## config.mk

```make
export PLATFORM = sky130hd
export DESIGN_NAME = uart_tx_arbiter
export DESIGN_NICKNAME = d
export VERILOG_FILES = /design/src/rtl/uart_tx_arbiter.sv
export SDC_FILE = /design/constraint.sdc
export NUM_CORES = 1
export LEC_CHECK = 0
export BUFFER_PORTS_ARGS = -buffer_cell sky130_fd_sc_hd__buf_4
export CAP_MARGIN = 25
export CELL_PAD_IN_SITES_DETAIL_PLACEMENT = 1
export CELL_PAD_IN_SITES_GLOBAL_PLACEMENT = 1
export CORE_UTILIZATION = 27
export CTS_CLUSTER_DIAMETER = 40
export DETAILED_ROUTE_END_ITERATION = 8
export PLACE_DENSITY_LB_ADDON = 0.1
export SYNTH_ARGS = -nofsm -noshare
export SYNTH_HDL_FRONTEND = slang
export SYNTH_SLANG_ARGS = --single-unit
```

## constraint.sdc

```tcl
create_clock -name clk -period 1.4 [get_ports clk]
set_clock_uncertainty 0.2 [all_clocks]
set_input_delay 0.07 -clock clk [delete_from_list [all_inputs] [get_ports clk]]
set_output_delay 0.07 -clock clk [all_outputs]
set_load 0.02 [all_outputs]
```

## src/rtl/uart_tx_arbiter.sv

```systemverilog
// uart_tx_arbiter: round-robin sharing of one UART transmitter with completion-edge ack and optional watchdog
module uart_tx_arbiter #(
  parameter int NBIT_DATA_LEN = 8,
  parameter int N_REQ = 2,
  parameter int TIMEOUT = 0,
  parameter int NBIT_CNT = 16
) (
  input  logic                           clk,
  input  logic                           reset,
  input  logic [N_REQ-1:0]               req,
  input  logic [N_REQ*NBIT_DATA_LEN-1:0] req_data,
  output logic [N_REQ-1:0]               ack,
  output logic                           err,
  output logic                           busy,
  output logic [2:0]                     grant_id,
  output logic                           tx_start,
  output logic [NBIT_DATA_LEN-1:0]       data_out,
  input  logic                           tx_done_tick
);
  typedef enum logic [1:0] {IDLE, START, WAIT_DONE, ACK} state_t;
  localparam logic [NBIT_CNT-1:0] TO_LAST = NBIT_CNT'((TIMEOUT == 0) ? 0 : TIMEOUT - 1);
  localparam logic [N_REQ-1:0] ONE = N_REQ'(1);
  state_t state_q, state_d;
  logic [2:0] ptr_q, ptr_d, gid_q, gid_d, sel;
  logic [NBIT_DATA_LEN-1:0] data_q, data_d;
  logic [NBIT_CNT-1:0] cnt_q, cnt_d;
  logic tx_done_q, done_edge, timeout, found;
  assign done_edge = tx_done_tick & ~tx_done_q;
  assign timeout = (TIMEOUT != 0) && state_q == WAIT_DONE && !done_edge && cnt_q == TO_LAST;
  assign err = timeout;
  assign ack = (state_q == ACK || timeout) ? ONE << gid_q : '0;
  assign busy = state_q != IDLE;
  assign tx_start = state_q == START;
  assign grant_id = gid_q;
  assign data_out = data_q;
  always_comb begin
    sel = '0;
    found = 1'b0;
    for (int k = N_REQ; k >= 1; k--) begin
      if (req[(int'(ptr_q) + k) % N_REQ]) begin
        sel = 3'((int'(ptr_q) + k) % N_REQ);
        found = 1'b1;
      end
    end
  end
  always_comb begin
    state_d = state_q;
    ptr_d = ptr_q;
    gid_d = gid_q;
    data_d = data_q;
    cnt_d = cnt_q;
    case (state_q)
      IDLE: if (found) begin
        data_d = req_data[int'(sel)*NBIT_DATA_LEN +: NBIT_DATA_LEN];
        gid_d = sel;
        ptr_d = sel;
        state_d = START;
      end
      START: begin
        cnt_d = '0;
        state_d = WAIT_DONE;
      end
      WAIT_DONE: begin
        state_d = done_edge ? ACK : timeout ? IDLE : WAIT_DONE;
        cnt_d = (done_edge || timeout) ? cnt_q : cnt_q + NBIT_CNT'(1);
      end
      default: state_d = IDLE;
    endcase
  end
  always_ff @(posedge clk) begin
    if (reset) begin
      state_q <= IDLE;
      ptr_q <= 3'(N_REQ - 1);
      gid_q <= '0;
      data_q <= '0;
      cnt_q <= '0;
      tx_done_q <= 1'b0;
    end else begin
      state_q <= state_d;
      ptr_q <= ptr_d;
      gid_q <= gid_d;
      data_q <= data_d;
      cnt_q <= cnt_d;
      tx_done_q <= tx_done_tick;
    end
  end
endmodule

```

### Word level (Yosys, flattened, before mapping)

Index checks and enable logic that the tools add are counted.

* shift-type cells: 2
* add/sub/neg operators: 2
* multiplexer cells: 14
* reductions and logical operators: 3
* equal/unequal tests: 4
* bitwise gates (word level): 4
* $lt $le $gt $ge: 2

Operators with widths (count)
* $shiftx A16 B7 Y8: 1
* $mux W1: 9
* $lt A2 B3 Y1 const B: 2
* $mux W3: 2
* $pmux W2 S3: 1
* $eq A2 B2 Y1 const B: 2
* $mux W2: 2
* $shl A1 B3 Y2 const A: 1
* $add A1 B1 Y1 const B: 2
* $and A1 B1 Y1 const A: 2
* $eq A2 B1 Y1 const B: 1
* $logic_not A2 Y1: 1
* $ne A2 B2 Y1 const B: 1
* $reduce_and A2 Y1: 1
* $reduce_bool A2 Y1: 1
* $and A1 B1 Y1: 1
* $not A1 Y1: 1

* input port bits: 21
* register bits: 15
* output and inout bits: 16

### Logic depth before layout (Yosys ltp)

* depth after elaboration: 9
* gate-level depth with buffers: 6
* depth with buffers taken out: 5

### Worst setup path before layout

Ideal clock, no wire load.

* kind: register to register
* from: register state_q[0]
* to: register state_q[1]
* data arrival time: 1268 ps
* data required time: 1130 ps
* setup time: 70 ps
* clock period less this slack: 1538 ps
* cell stages (with the launch flop): 7
* path slack: -138 ps
* cell sequence: dfxtp_1 > inv_1 > ha_1 > clkbuf_2 > inv_2 > or4_1 > a21oi_1

* word-level cells in the longest chain between the ends: 2

RTL lines
* from (decl): line 23 `state_t state_q, state_d;`
* from (signal assigned): line 79 `state_q <= state_d;`
* $eq A2 B2 Y1, or another cell as far along
* $pmux W2 S3 or $ne A2 B2 Y1 (tied branches)

Several ways; a longest one is shown, not always the timed one.
A chain may end at the register's enable or synchronous reset.

### Final worst setup path

* from: register state_q[1]
* to: register state_q[1]

Same word-level chain as after synthesis.

==> impl_metrics.tcl <==
set metrics [dict create \
    wl_met1_um 978 \
    place_congestion 0.676 \
    critPathRequiredTime_ns 1.42 \
    dpl-instance-area_sq_um 988 \
    r2r_end "state_q[1]$_SDFFE_PP0P_" \
    core_area_sq_um 2320 \
    post_synth_mux_area_share 0 \
    outcome "finished with violations" \
    top_layer "met4" \
    netlist_area_sq_um 689 \
    cts_buffers 3 \
    max_cap_violations 0 \
    wirelength_mm 2.31 \
    cts.sinks 13 \
    syn-mean-instance-area_sq_um 8.51 \
    violations "negative setup slack" \
    fmax_mhz 700 \
    grt_pass1_wl_mm 3.80 \
    synth_enable_flop_cells 0 \
    async_reset_ff_frac 0 \
    critical_path.endpoint "state_q[1]$_SDFFE_PP0P_" \
    cts_tree "yes" \
    hold_path_class "in2reg" \
    p_leak_nw 0.594 \
    rows 17 \
    cp_max_fo 2 \
    grtUsageTotal 0.195 \
    drive_above_1_share 0.472 \
    synthCells 81 \
    synth.largest_area_cell "dfxtp_1" \
    synth_compound_area_frac 0.290 \
    synth_top_area_frac 0.377 \
    io_buffers 33 \
    ir_worst_vdd_uv 789 \
    synth_top_family_by_area "compound AO/OA/AOI/OAI gates" \
    r2r_slack_ns -0.03 \
    postRouteAntennaNets 0 \
    arrival_ns 1.44 \
    path_clk_slew_ns 0.09 \
    setup_slack_ns -0.0287 \
    dp_hpwl_mm 1.43 \
    final_core_utilization 0.579 \
    initial_utilization 0.297 \
    antenna_found_initial 0 \
    drc 0 \
    area_delta_synth_final_pct 94.6 \
    critPathCaptureType "register" \
    synthSimpleGateAreaFrac 0.158 \
    diodes 0 \
    grt_pass1_vias 813 \
    yosysWarnings 0 \
    cts-root-buf "clkbuf_4" \
    grt_start_max_net_pins 14 \
    synthAdderAreaFrac 0.0726 \
    finalSetupViolations 4 \
    dieHeight_um 52.5 \
    period_needed_ns 1.43 \
    die_w_um 52.5 \
    design.die.area_sq_um 2760 \
    setup.worst_path.start "state_q[1]$_SDFFE_PP0P_" \
    yosysSeqAreaShare 0.377 \
    tns_ns -0.0685 \
    synth_ff_type "dfxtp_1" \
    wl_met2_mm 1.22 \
    synth.most_common_cell "dfxtp_1" \
    r2r_start "state_q[1]$_SDFFE_PP0P_" \
    overflow 0 \
    synth_common_cells "dfxtp_1 (13), a21oi_1 (11), nor2_1 (9)" \
    met3_length_um 100 \
    via_per_inst 4.68 \
    io_pins 37 \
    worst_setup_path_start_kind "register" \
    r2r_cells 4 \
    fin_area_sq_um 1340 \
    yosysUniqueCellTypes 30 \
    dr.pass1.iters 2 \
    rsz0062_at_grt "yes" \
    worst_skew_pair.late_latency_ns 0.28 \
    placed_cells 144 \
    cts.path.max_buffers 2 \
    dr.first_iter.drc_count 4 \
    final_max_slew_viol_count 0 \
    fin_nets 168 \
    criticalPathCategory "reg2reg" \
    power_density_nw_per_um2 1310 \
    fin_crit_sh 1.02 \
    layout.cells.non_filler 170 \
    hold_ws_ns 0.0130 \
    htree_levels 1 \
    vias 796 \
    hold_viol_final 0 \
    yosys_register_bits 13 \
    synth_area_leaders "dfxtp_1 (38%), a21oi_1 (8.0%), a211oi_1 (7.6%)" \
    synth_xor_area_frac 0 \
    wl_per_cell_um 13.6 \
]
-- kinds of logic after synthesis --
family	Yosys count
adders and majority gates	4
DFF	13
other	1
and+or+nand+nor	24
buffers and inverters	11
AOI/OAI and AO/OA	28
-- metrics by stage --
stage / power [W] / worst slack [ns]
after floorplan: 0.000969 / -0.0869
after global placement: 0.00128 / -0.110
after detailed placement: 0.00129 / -0.173
after CTS: 0.00170 / -0.0404
after global routing: 0.00189 / -0.0818
final: 0.00175 / -0.0287
-- sequential cells by signal (all words and copies together) (netlist names) --
signal / flops
tx_done_q: 1
ptr_q: 1
data_out: 8
state_q: 2
grant_id: 1
-- cells in the final DEF, fill, tap and decap left out, types with 2 or more instances in the layout --
cell type and count:
buf_4 35, dlygate4sd3_1 20, a21oi_1 11, dfxtp_1 11
nand2_1 8, buf_6 8, nor2_1 7, a211oi_1 4
a211oi_2 4, conb_1 3, clkbuf_4 3, inv_2 2
nor2_4 2, ha_4 2, dfxtp_2 2
-- power by group --
part	leakage [nW]	internal (W)	switching [W]
registers	0.109	0.000458	0.0000649
clock network	0.0150	0.000111	0.000134
logic	0.470	0.000507	0.000479
-- cell type report --
cell class | instances | area, sq um
repair buffers | 63 | 553
multi-input cells | 59 | 450
flip-flops and latches | 13 | 263
well taps | 28 | 35.0
fillers | 279 | 977
clock buffers | 4 | 26.3
inverters | 3 | 13.8
-- critical path, stage by stage, from the launching register on --
cell and delay, ns:
dfxtp_2 0.35, inv_2 0.05, buf_4 0.13, or4_1 0.51, a21oi_1 0.12
-- worst min path at each step --
stage / startpoint / end / cells after the start / slack (ns)
3_5_place_dp: tx_done_tick / tx_done_q$_SDFF_PP0_ / 2 / 0.1
3_3_place_gp: tx_done_tick / tx_done_q$_SDFF_PP0_ / 2 / 0.09
4_1_cts: req[1] / state_q[0]$_SDFFE_PP0P_ / 3 / 0.003
2_1_floorplan: reset / data_out[2]$_SDFFE_PP0P_ / 1 / -0.07
6_report: req[1] / state_q[0]$_SDFFE_PP0P_ / 3 / 0.01
5_1_grt: req[1] / state_q[0]$_SDFFE_PP0P_ / 3 / 0.01
-- routing by layer --
layer,vias to the layer above,global-route usage
met1,371,0.214
met5,-,0
met4,0,0.0395
li1,400,-
met3,2,0.0609
met2,23,0.363
-- timing repair --
item,CTS,global route
endpoints found under the hold margin,13,0
pin swaps,8,8
hold buffers,20,0
resized for setup,21,7
endpoints found under the setup margin,16,15
buffers inserted,1,1
No activity file was read; power rests on OpenSTA's default activity.
